[config.mk]
export PLATFORM = sky130hd
export DESIGN_NAME = inverse_shift_row_byte_sub
export DESIGN_NICKNAME = d
export VERILOG_FILES = /design/src/rtl/aes_dec_pkg.sv /design/src/rtl/aes_inv_sbox.sv /design/src/rtl/inverse_shift_row_byte_sub.sv
export SDC_FILE = /design/constraint.sdc
export NUM_CORES = 1
export LEC_CHECK = 0
export ABC_AREA = 1
export CAP_MARGIN = 40
export CELL_PAD_IN_SITES_DETAIL_PLACEMENT = 0
export CELL_PAD_IN_SITES_GLOBAL_PLACEMENT = 1
export CORE_MARGIN = 2
export CORE_UTILIZATION = 44
export CTS_CLUSTER_DIAMETER = 120
export DETAILED_ROUTE_END_ITERATION = 7
export GPL_TIMING_DRIVEN = 0
export PLACE_DENSITY = 0.85
export SYNTH_ARGS = -nofsm -noshare
export SYNTH_HDL_FRONTEND = slang
export SYNTH_SLANG_ARGS = --single-unit
[constraint.sdc]
create_clock -name ap_clk -period 6 [get_ports ap_clk]
set_input_delay 0.9 -clock ap_clk [delete_from_list [all_inputs] [get_ports ap_clk]]
set_output_delay 0.9 -clock ap_clk [all_outputs]
set_load 0.02 [all_outputs]
[src/rtl/aes_dec_pkg.sv]
// Shared definitions for the AES decryption helpers: FSM encoding, state
// size and the inverse S-box table.
package aes_dec_pkg;

    typedef enum logic [2:0] {
        ST_IDLE  = 3'd0,
        ST_READ  = 3'd1,
        ST_RWAIT = 3'd2,
        ST_WRITE = 3'd3,
        ST_DONE  = 3'd4
    } state_t;

    localparam int STATE_BYTES = 16;

    localparam logic [7:0] INV_SBOX [256] = '{
        8'h52, 8'h09, 8'h6a, 8'hd5, 8'h30, 8'h36, 8'ha5, 8'h38, 8'hbf, 8'h40, 8'ha3, 8'h9e, 8'h81, 8'hf3, 8'hd7, 8'hfb,
        8'h7c, 8'he3, 8'h39, 8'h82, 8'h9b, 8'h2f, 8'hff, 8'h87, 8'h34, 8'h8e, 8'h43, 8'h44, 8'hc4, 8'hde, 8'he9, 8'hcb,
        8'h54, 8'h7b, 8'h94, 8'h32, 8'ha6, 8'hc2, 8'h23, 8'h3d, 8'hee, 8'h4c, 8'h95, 8'h0b, 8'h42, 8'hfa, 8'hc3, 8'h4e,
        8'h08, 8'h2e, 8'ha1, 8'h66, 8'h28, 8'hd9, 8'h24, 8'hb2, 8'h76, 8'h5b, 8'ha2, 8'h49, 8'h6d, 8'h8b, 8'hd1, 8'h25,
        8'h72, 8'hf8, 8'hf6, 8'h64, 8'h86, 8'h68, 8'h98, 8'h16, 8'hd4, 8'ha4, 8'h5c, 8'hcc, 8'h5d, 8'h65, 8'hb6, 8'h92,
        8'h6c, 8'h70, 8'h48, 8'h50, 8'hfd, 8'hed, 8'hb9, 8'hda, 8'h5e, 8'h15, 8'h46, 8'h57, 8'ha7, 8'h8d, 8'h9d, 8'h84,
        8'h90, 8'hd8, 8'hab, 8'h00, 8'h8c, 8'hbc, 8'hd3, 8'h0a, 8'hf7, 8'he4, 8'h58, 8'h05, 8'hb8, 8'hb3, 8'h45, 8'h06,
        8'hd0, 8'h2c, 8'h1e, 8'h8f, 8'hca, 8'h3f, 8'h0f, 8'h02, 8'hc1, 8'haf, 8'hbd, 8'h03, 8'h01, 8'h13, 8'h8a, 8'h6b,
        8'h3a, 8'h91, 8'h11, 8'h41, 8'h4f, 8'h67, 8'hdc, 8'hea, 8'h97, 8'hf2, 8'hcf, 8'hce, 8'hf0, 8'hb4, 8'he6, 8'h73,
        8'h96, 8'hac, 8'h74, 8'h22, 8'he7, 8'had, 8'h35, 8'h85, 8'he2, 8'hf9, 8'h37, 8'he8, 8'h1c, 8'h75, 8'hdf, 8'h6e,
        8'h47, 8'hf1, 8'h1a, 8'h71, 8'h1d, 8'h29, 8'hc5, 8'h89, 8'h6f, 8'hb7, 8'h62, 8'h0e, 8'haa, 8'h18, 8'hbe, 8'h1b,
        8'hfc, 8'h56, 8'h3e, 8'h4b, 8'hc6, 8'hd2, 8'h79, 8'h20, 8'h9a, 8'hdb, 8'hc0, 8'hfe, 8'h78, 8'hcd, 8'h5a, 8'hf4,
        8'h1f, 8'hdd, 8'ha8, 8'h33, 8'h88, 8'h07, 8'hc7, 8'h31, 8'hb1, 8'h12, 8'h10, 8'h59, 8'h27, 8'h80, 8'hec, 8'h5f,
        8'h60, 8'h51, 8'h7f, 8'ha9, 8'h19, 8'hb5, 8'h4a, 8'h0d, 8'h2d, 8'he5, 8'h7a, 8'h9f, 8'h93, 8'hc9, 8'h9c, 8'hef,
        8'ha0, 8'he0, 8'h3b, 8'h4d, 8'hae, 8'h2a, 8'hf5, 8'hb0, 8'hc8, 8'heb, 8'hbb, 8'h3c, 8'h83, 8'h53, 8'h99, 8'h61,
        8'h17, 8'h2b, 8'h04, 8'h7e, 8'hba, 8'h77, 8'hd6, 8'h26, 8'he1, 8'h69, 8'h14, 8'h63, 8'h55, 8'h21, 8'h0c, 8'h7d
    };

    // Source byte for destination r+4c after InvShiftRows: column (c-r) mod 4,
    // which 2-bit wrap-around subtraction gives for free.
    function automatic logic [3:0] src_index(input logic [3:0] dst);
        logic [1:0] r;
        logic [1:0] c;
        r = dst[1:0];
        c = dst[3:2];
        return {c - r, r};
    endfunction

endpackage

[src/rtl/aes_inv_sbox.sv]
// Combinational AES inverse S-box lookup.
module aes_inv_sbox
    import aes_dec_pkg::*;
(
    input  logic [7:0] addr_i,
    output logic [7:0] data_o
);

    assign data_o = INV_SBOX[addr_i];

endmodule

[src/rtl/inverse_shift_row_byte_sub.sv]
// In-place AES InvShiftRows + InvSubBytes over statemt[0..15]: read all 16
// bytes into a local buffer, then write back two transformed bytes per cycle.
module inverse_shift_row_byte_sub
    import aes_dec_pkg::*;
(
    input  logic        ap_clk,
    input  logic        ap_rst_n,
    input  logic        ap_start,
    output logic        ap_done,
    output logic        ap_idle,
    output logic        ap_ready,
    output logic [4:0]  statemt_address0,
    output logic        statemt_ce0,
    output logic        statemt_we0,
    output logic [31:0] statemt_d0,
    input  logic [31:0] statemt_q0,
    output logic [4:0]  statemt_address1,
    output logic        statemt_ce1,
    output logic        statemt_we1,
    output logic [31:0] statemt_d1,
    input  logic [31:0] statemt_q1,
    output logic [2:0]  dbg_state_o
);

    state_t     state_q, state_d;
    logic [2:0] k_q, k_d;
    logic       cap_valid_q;
    logic [2:0] cap_k_q;
    logic [7:0] buf_q [STATE_BYTES];

    logic [7:0] sbox_in0, sbox_in1;
    logic [7:0] sbox_out0, sbox_out1;
    logic       access, writing;
    logic       unused_hi;

    always_comb begin
        state_d = state_q;
        k_d     = k_q;
        case (state_q)
            ST_IDLE: begin
                k_d = 3'd0;
                if (ap_start) state_d = ST_READ;
            end
            ST_READ: begin
                k_d = k_q + 3'd1;
                if (k_q == 3'd7) state_d = ST_RWAIT;
            end
            ST_RWAIT: begin
                k_d     = 3'd0;
                state_d = ST_WRITE;
            end
            ST_WRITE: begin
                k_d = k_q + 3'd1;
                if (k_q == 3'd7) state_d = ST_DONE;
            end
            ST_DONE:  state_d = ST_IDLE;
            default:  state_d = ST_IDLE;
        endcase
    end

    // Read data arrives one cycle after the request, so the capture index lags k.
    always_ff @(posedge ap_clk) begin
        if (!ap_rst_n) begin
            state_q     <= ST_IDLE;
            k_q         <= 3'd0;
            cap_valid_q <= 1'b0;
            cap_k_q     <= 3'd0;
            for (int i = 0; i < STATE_BYTES; i++) buf_q[i] <= 8'h00;
        end else begin
            state_q     <= state_d;
            k_q         <= k_d;
            cap_valid_q <= (state_q == ST_READ);
            cap_k_q     <= k_q;
            if (cap_valid_q) begin
                buf_q[{cap_k_q, 1'b0}] <= statemt_q0[7:0];
                buf_q[{cap_k_q, 1'b1}] <= statemt_q1[7:0];
            end
        end
    end

    assign sbox_in0 = buf_q[src_index({k_q, 1'b0})];
    assign sbox_in1 = buf_q[src_index({k_q, 1'b1})];

    aes_inv_sbox u_sbox0 (.addr_i(sbox_in0), .data_o(sbox_out0));
    aes_inv_sbox u_sbox1 (.addr_i(sbox_in1), .data_o(sbox_out1));

    // Gating with the reset input stops RAM traffic in the very cycle reset is seen.
    assign access  = ap_rst_n && (state_q == ST_READ || state_q == ST_WRITE);
    assign writing = ap_rst_n && (state_q == ST_WRITE);

    assign statemt_ce0      = access;
    assign statemt_ce1      = access;
    assign statemt_we0      = writing;
    assign statemt_we1      = writing;
    assign statemt_address0 = {1'b0, k_q, 1'b0};
    assign statemt_address1 = {1'b0, k_q, 1'b1};
    assign statemt_d0       = {24'h000000, sbox_out0};
    assign statemt_d1       = {24'h000000, sbox_out1};

    assign ap_done     = (state_q == ST_DONE);
    assign ap_ready    = ap_done;
    assign ap_idle     = (state_q == ST_IDLE);
    assign dbg_state_o = state_q;

    assign unused_hi = ^{statemt_q0[31:8], statemt_q1[31:8]};

endmodule

Yosys cells after proc, flatten, opt, wreduce, memory -nomap -nowiden. Memory sizes are Yosys's and may differ from the RTL's. Index checks and enable logic that the tools add are counted.

Input port bits: 67. Output and inout bits: 84. Register bits after elaboration: 10. Memories kept: 3. RAM bits: 128. ROM bits: 4096.

Memories: (no name shown) (words 256, bits a word 8, read ports 1, clocked after Yosys merged registers in 0, wr ports 0, RTL line aes_inv_sbox.sv:9) `assign data_o = INV_SBOX[addr_i];`; (no name shown) (words 256, bits a word 8, read ports 1, clocked after Yosys merged registers in 0, wr ports 0, RTL line aes_inv_sbox.sv:9); buf_q (words 16, bits a word 8, read ports 2, clocked after Yosys merged registers in 0, wr ports 16, RTL line inverse_shift_row_byte_sub.sv:29) `logic [7:0] buf_q [STATE_BYTES];`.

Equal/unequal tests: 8. Add/subtract/negate cells: 3. Muxes and demuxes: 19. Order comparisons: 2. Bitwise operators: 2. Reductions and logical operators: 10.

Operator list (number): $mux 8 (6); $ge 9x9->1 const B (2); $not 8->9 (2); $reduce_or 8->1 (2); $pmux 3 s4 (1); $mux 3 (3); $mux 4 (2); $eq 3x2->1 const B (2); $eq 3x3->1 const B (2); $mux 1 (6); $ne 2x2->1 const B (3); $pmux 3 s2 (1); $reduce_or 2->1 (2); $sub 2x2->2 (2); $add 3x1->3 const B (1); $eq 3x1->1 const B (1); $logic_not 3->1 (1); $reduce_and 3->1 (1); $logic_and 1x1->1 (2); $reduce_bool 2->1 (1); $logic_or 1x1->1 (1).

Longest topological paths before layout. An unclocked memory read counts as a cell.

Word-level depth: 6. Mapped depth: 23.

Modules after synthesis. From an unflattened synthesis, not the netlist that was laid out.

Cell total of the unflattened synthesis: 2088. Area total of the unflattened synthesis: 13287.7 um^2.

Modules (own cells, without submodules): inverse_shift_row_byte_sub (times used 1, area an instance 7071.8 um^2, cells an instance 802); aes_inv_sbox (u_sbox0) (times used 1, area an instance 3125.5 um^2, cells an instance 658); aes_inv_sbox (u_sbox1) (times used 1, area an instance 3090.5 um^2, cells an instance 628).

Least setup slack after synthesis. Ideal clock, no wire load.

Path type: flip-flop to output port. Start: register k_q[0]. End: output port statemt_d0[5]. Path slack: 2.209 ns. Cell stages (with the launch flop): 21. Data arrival time: 2.891 ns. Data required time: 5.100 ns. Path buffers: 4. Path through: dfxtp_1 buf_6 inv_6 buf_6 buf_6 nand2_1 nand2_1 nand2_1 o21ai_1 o21ai_1 ha_1 inv_1 nand2_1 buf_2 inv_1 nand2_1 nand3_1 nand3_1 nand3_1 nand3_1 nand2_1.

Word-level cells in the longest chain between the ends: 6.

RTL lines: from (decl) (RTL line inverse_shift_row_byte_sub.sv:26) `logic [2:0] k_q, k_d;`; from (signal assigned) (RTL line inverse_shift_row_byte_sub.sv:71) `k_q <= k_d;`; $sub 2x2->2 (RTL line aes_dec_pkg.sv:41) `return {c - r, r};`; $mem_v2 16x8 *; $not 8->9 (not written as such) * (RTL line aes_inv_sbox.sv:9); $mem_v2 256x8 *; $mux 8 (not written as such) * (2 in series) (RTL line aes_inv_sbox.sv:9); to (decl) (RTL line inverse_shift_row_byte_sub.sv:15) `output logic [31:0] statemt_d0,`.

Every way passes the cells marked *; elsewhere a longest branch is shown, timed or not. The select of a mux whose other input is x is not followed.

Final worst setup path.
Start: register k_q[1]. End: output port statemt_d0[4].

Word-level cells in the longest chain between the ends: 6.

RTL lines (RTL line): $sub 2x2->2 (aes_dec_pkg.sv:41); $mem_v2 16x8; $not 8->9 (not written as such) (aes_inv_sbox.sv:9); $mem_v2 256x8; $mux 8 (not written as such) (2 in series) (aes_inv_sbox.sv:9).

Every way passes these cells. The select of a mux whose other input is x is not followed.

==> reports/metrics.json <==
{
  "logic_synthesis": {
    "syn_avg_cell_area_um2": 6.50,
    "main_combinational_cell_family_by_area_after_synthesis": "simple AND/OR/NAND/NOR gates",
    "synthSimpleGateAreaFrac_pct": 46.5,
    "post_synth_mux_area_share_pct": 0,
    "mappedNetlistArea_um2": 13200,
    "yosysUniqueCellTypes": 38,
    "synth_warnings": 0,
    "synth_compound_gate_area_share_pct": 5.35,
    "seq_area_frac_synth_pct": 30.6,
    "post_synth_fa_ha_maj_area_fraction_pct": 4.35,
    "synth-seq-cells": 138,
    "netlist_instances": 2036,
    "post_synth_xor_area_fraction_pct": 0
  },
  "global_route": {
    "grt.overflow.total": 0,
    "groute.usage.overall_pct": 39.6,
    "grt_first_pass_wirelength_um": 92300,
    "via_count_of_the_first_global_routing_pass": 15021,
    "pin_count_of_the_biggest_net_entering_global_routing": 18,
    "grt_antenna_before_repair": 1
  },
  "die": {
    "floorplan.core_area_um2": 29600,
    "ioPinCount": 151,
    "die_width_um": 177,
    "fp.dieH_um": 177,
    "row_count": 63,
    "initial_core_utilization_pct": 44.7,
    "dieArea_um2": 31500
  },
  "drt": {
    "first_iter_violations": 2717,
    "totalWireLength_um": 63200,
    "vias_per_cell": 6.20,
    "routed_wire_length_per_instance_um": 24.6,
    "drcViolationCount": 15,
    "detail_route.first_pass.iterations": 8,
    "dr_total_vias": 15935,
    "ant_nets": 0
  },
  "job": {
    "timing.max_cap.violations": 0
  },
  "finish": {
    "post_layout_nonfiller_instances": 2569,
    "post_route_cells_drive_above_1_share_pct": 11.9,
    "highest_count_cells_in_the_layout_ignoring_fill_and_taps": "633 x nand2_1, 488 x nand3_1, 219 x nor2_1",
    "layout.cells.most_common": "nand2_1",
    "final_net_count": 2285,
    "syn_to_layout_area_delta_pct": 15.1
  },
  "place": {
    "portBuffers": 49,
    "gp_congestion": 1.16,
    "placed_cells_incl_taps": 2535,
    "dp.final_hpwl_um": 45000
  },
  "setup_path": {
    "reg2reg_slack_ns": 3.60,
    "timing.critical_path.required_ns": 5.10,
    "setup.worst_path.start_class": "flip-flop",
    "crit_path_capture_type": "output pin",
    "crit_type": "flip-flop to output pin",
    "worst-endpoint-arrival_ns": 4.96,
    "critical_path.max_fanout": 12
  },
  "run_status": {
    "status": "complete, but fails checks",
    "failed_checks": "DRC"
  },
  "power_and_ir_drop": {
    "power_dens_cells_nw_per_um2": 351,
    "total_leakage_power_uw": 0.00752,
    "vdd_ir_drop_max_v": 0.000331
  },
  "timing": {
    "fin_crit_sh_pct": 97.6,
    "fin_setup_tns_ns": 0,
    "worst_slew_pin_slew_ns": 0.881,
    "timing.fmax_mhz": 171,
    "final_period_minus_worst_setup_slack_ns": 5.86,
    "slew_headroom_pct": 41.3,
    "maxSlewViolCount": 0,
    "fin_skew_ns": 0.00538,
    "grt_setup_unrepaired": "false",
    "setup_viol": 0,
    "finalHoldViolations": 0
  },
  "clock_tree": {
    "post-cts-setup-buffers": 0,
    "tritoncts_clock_tree": "built",
    "cts.sinks": 138,
    "insertion_delay_ns": 0.45,
    "hold_buffers": 0,
    "cts_buffer_depth": 3,
    "post_cts_resized": 1,
    "cts_root_buffer": "clkbuf_16",
    "clkSlewWorstSetupHoldPaths_ns": 0.05,
    "cts_inserted_buffers": 25,
    "ctsHtreeMaxLevel": 4
  },
  "hold_path": {
    "holdCritPathClass": "flip-flop to flip-flop"
  }
}
==> layer usage <==
metal | up-vias | wire length (um) | GRT usage (%)
met2 | 1506 | 26200 | 58.0
met3 | 380 | 10200 | 15.0
met4 | 0 | 4280 | 24.5
met1 | 7148 | 22500 | 48.9
li1 | 6901 | - | -
met5 | - | 0 | 0
==> through the flow <==
| step | total power [uW] | area (um2) | hold WS, ns | worst slack [ns] | util [%] |
|---|---|---|---|---|---|
| 2_1_floorplan | 2950 | 13400 | 0.593 | 2.21 | - |
| 3_3_place_gp | 4040 | 14400 | 0.553 | 0.350 | 48.6 |
| 3_5_place_dp | 3980 | 14600 | 0.559 | 0.516 | 49.1 |
| 4_1_cts | 5110 | 15200 | 0.572 | 0.199 | 51.4 |
| 5_1_grt | 5500 | 15200 | 0.604 | 0.0433 | 51.4 |
| 6_report | 5340 | 15200 | 0.580 | 0.143 | 51.4 |
==> registers in the layout, summed over array words and instances (netlist names) <==
name and cells:
buf_q 128, cap_k_q 3, dbg_state_o 3, k_q 3
cap_valid_q 1
==> critical path: stages (launching register included) <==
cell and delay, ns:
dfxtp_2 0.51, buf_4 0.28, buf_4 0.24, nor2_1 0.08, o21ai_0 0.08, nand3_1 0.14, nand2_2 0.32, ha_1 0.61
inv_1 0.24, nand2_1 0.20, nand2_2 0.18, inv_1 0.11, nand2_1 0.21, nand3_1 0.18, nand3_1 0.08, nand3_1 0.13
nand3_1 0.17, nand2_1 0.12, clkdlybuf4s50_1 0.61
==> cell families (layout without fill, tap and decap cells) <==
group,Yosys count,after routing
buffers and inverters,314,406
AND/OR/NAND/NOR,1412,1412
flip-flops,138,138
adder cells (fa/ha/maj),46,46
other,2,53
AO/OA/AOI/OAI,124,124
==> final timing paths <==
kind                                startpoint             end  cells after the start
worst max-delay path                    k_q[1]   statemt_d0[4]                     18
worst min-delay path            dbg_state_o[0]  dbg_state_o[2]                      2
worst max register to register      cap_k_q[1]    buf_q[12][6]                      6
worst min register to register  dbg_state_o[0]  dbg_state_o[2]                      2
==> area by class of cell <==
type | instances | area [um2]
fill | 2963 | 14400
multi-input combinational | 1634 | 7640
sequential | 138 | 4050
buffer | 178 | 1220
timing repair buffer | 59 | 646
clock buffer | 26 | 639
inverter | 136 | 518
tap | 390 | 488
clock inverter | 7 | 28.8
antenna | 1 | 2.50
==> cell usage after synthesis (all sizes together) <==
library cell / instances / share of area [%]
nand2: 659 / 19
nand3: 501 / 19
nor2: 225 / 6.5
buf: 158 / 8.7
inv: 133 / 3.8
edfxtp: 128 / 29
o21ai: 54 / 2.1
a21oi: 50 / 1.9
ha: 46 / 4.3
clkbuf: 20 / 0.57
nand4: 15 / 0.71
o211ai: 11 / 0.62
dfxtp: 10 / 1.5
a32o: 6 / 0.45
or2: 5 / 0.24
nor3: 4 / 0.15
clkinv: 3 / 0.085
conb: 2 / 0.057
nand3b: 2 / 0.11
a221o: 1 / 0.076
a22oi: 1 / 0.057
nor4: 1 / 0.047
o2111ai: 1 / 0.066
==> where the power goes <==
| part | total, uW | internal (uW) | switching, uW |
|---|---|---|---|
| combinational | 3100 | 875 | 2230 |
| sequential | 1100 | 1090 | 12.5 |
| clock | 1140 | 748 | 392 |
No activity file was read; power rests on OpenSTA's default activity.
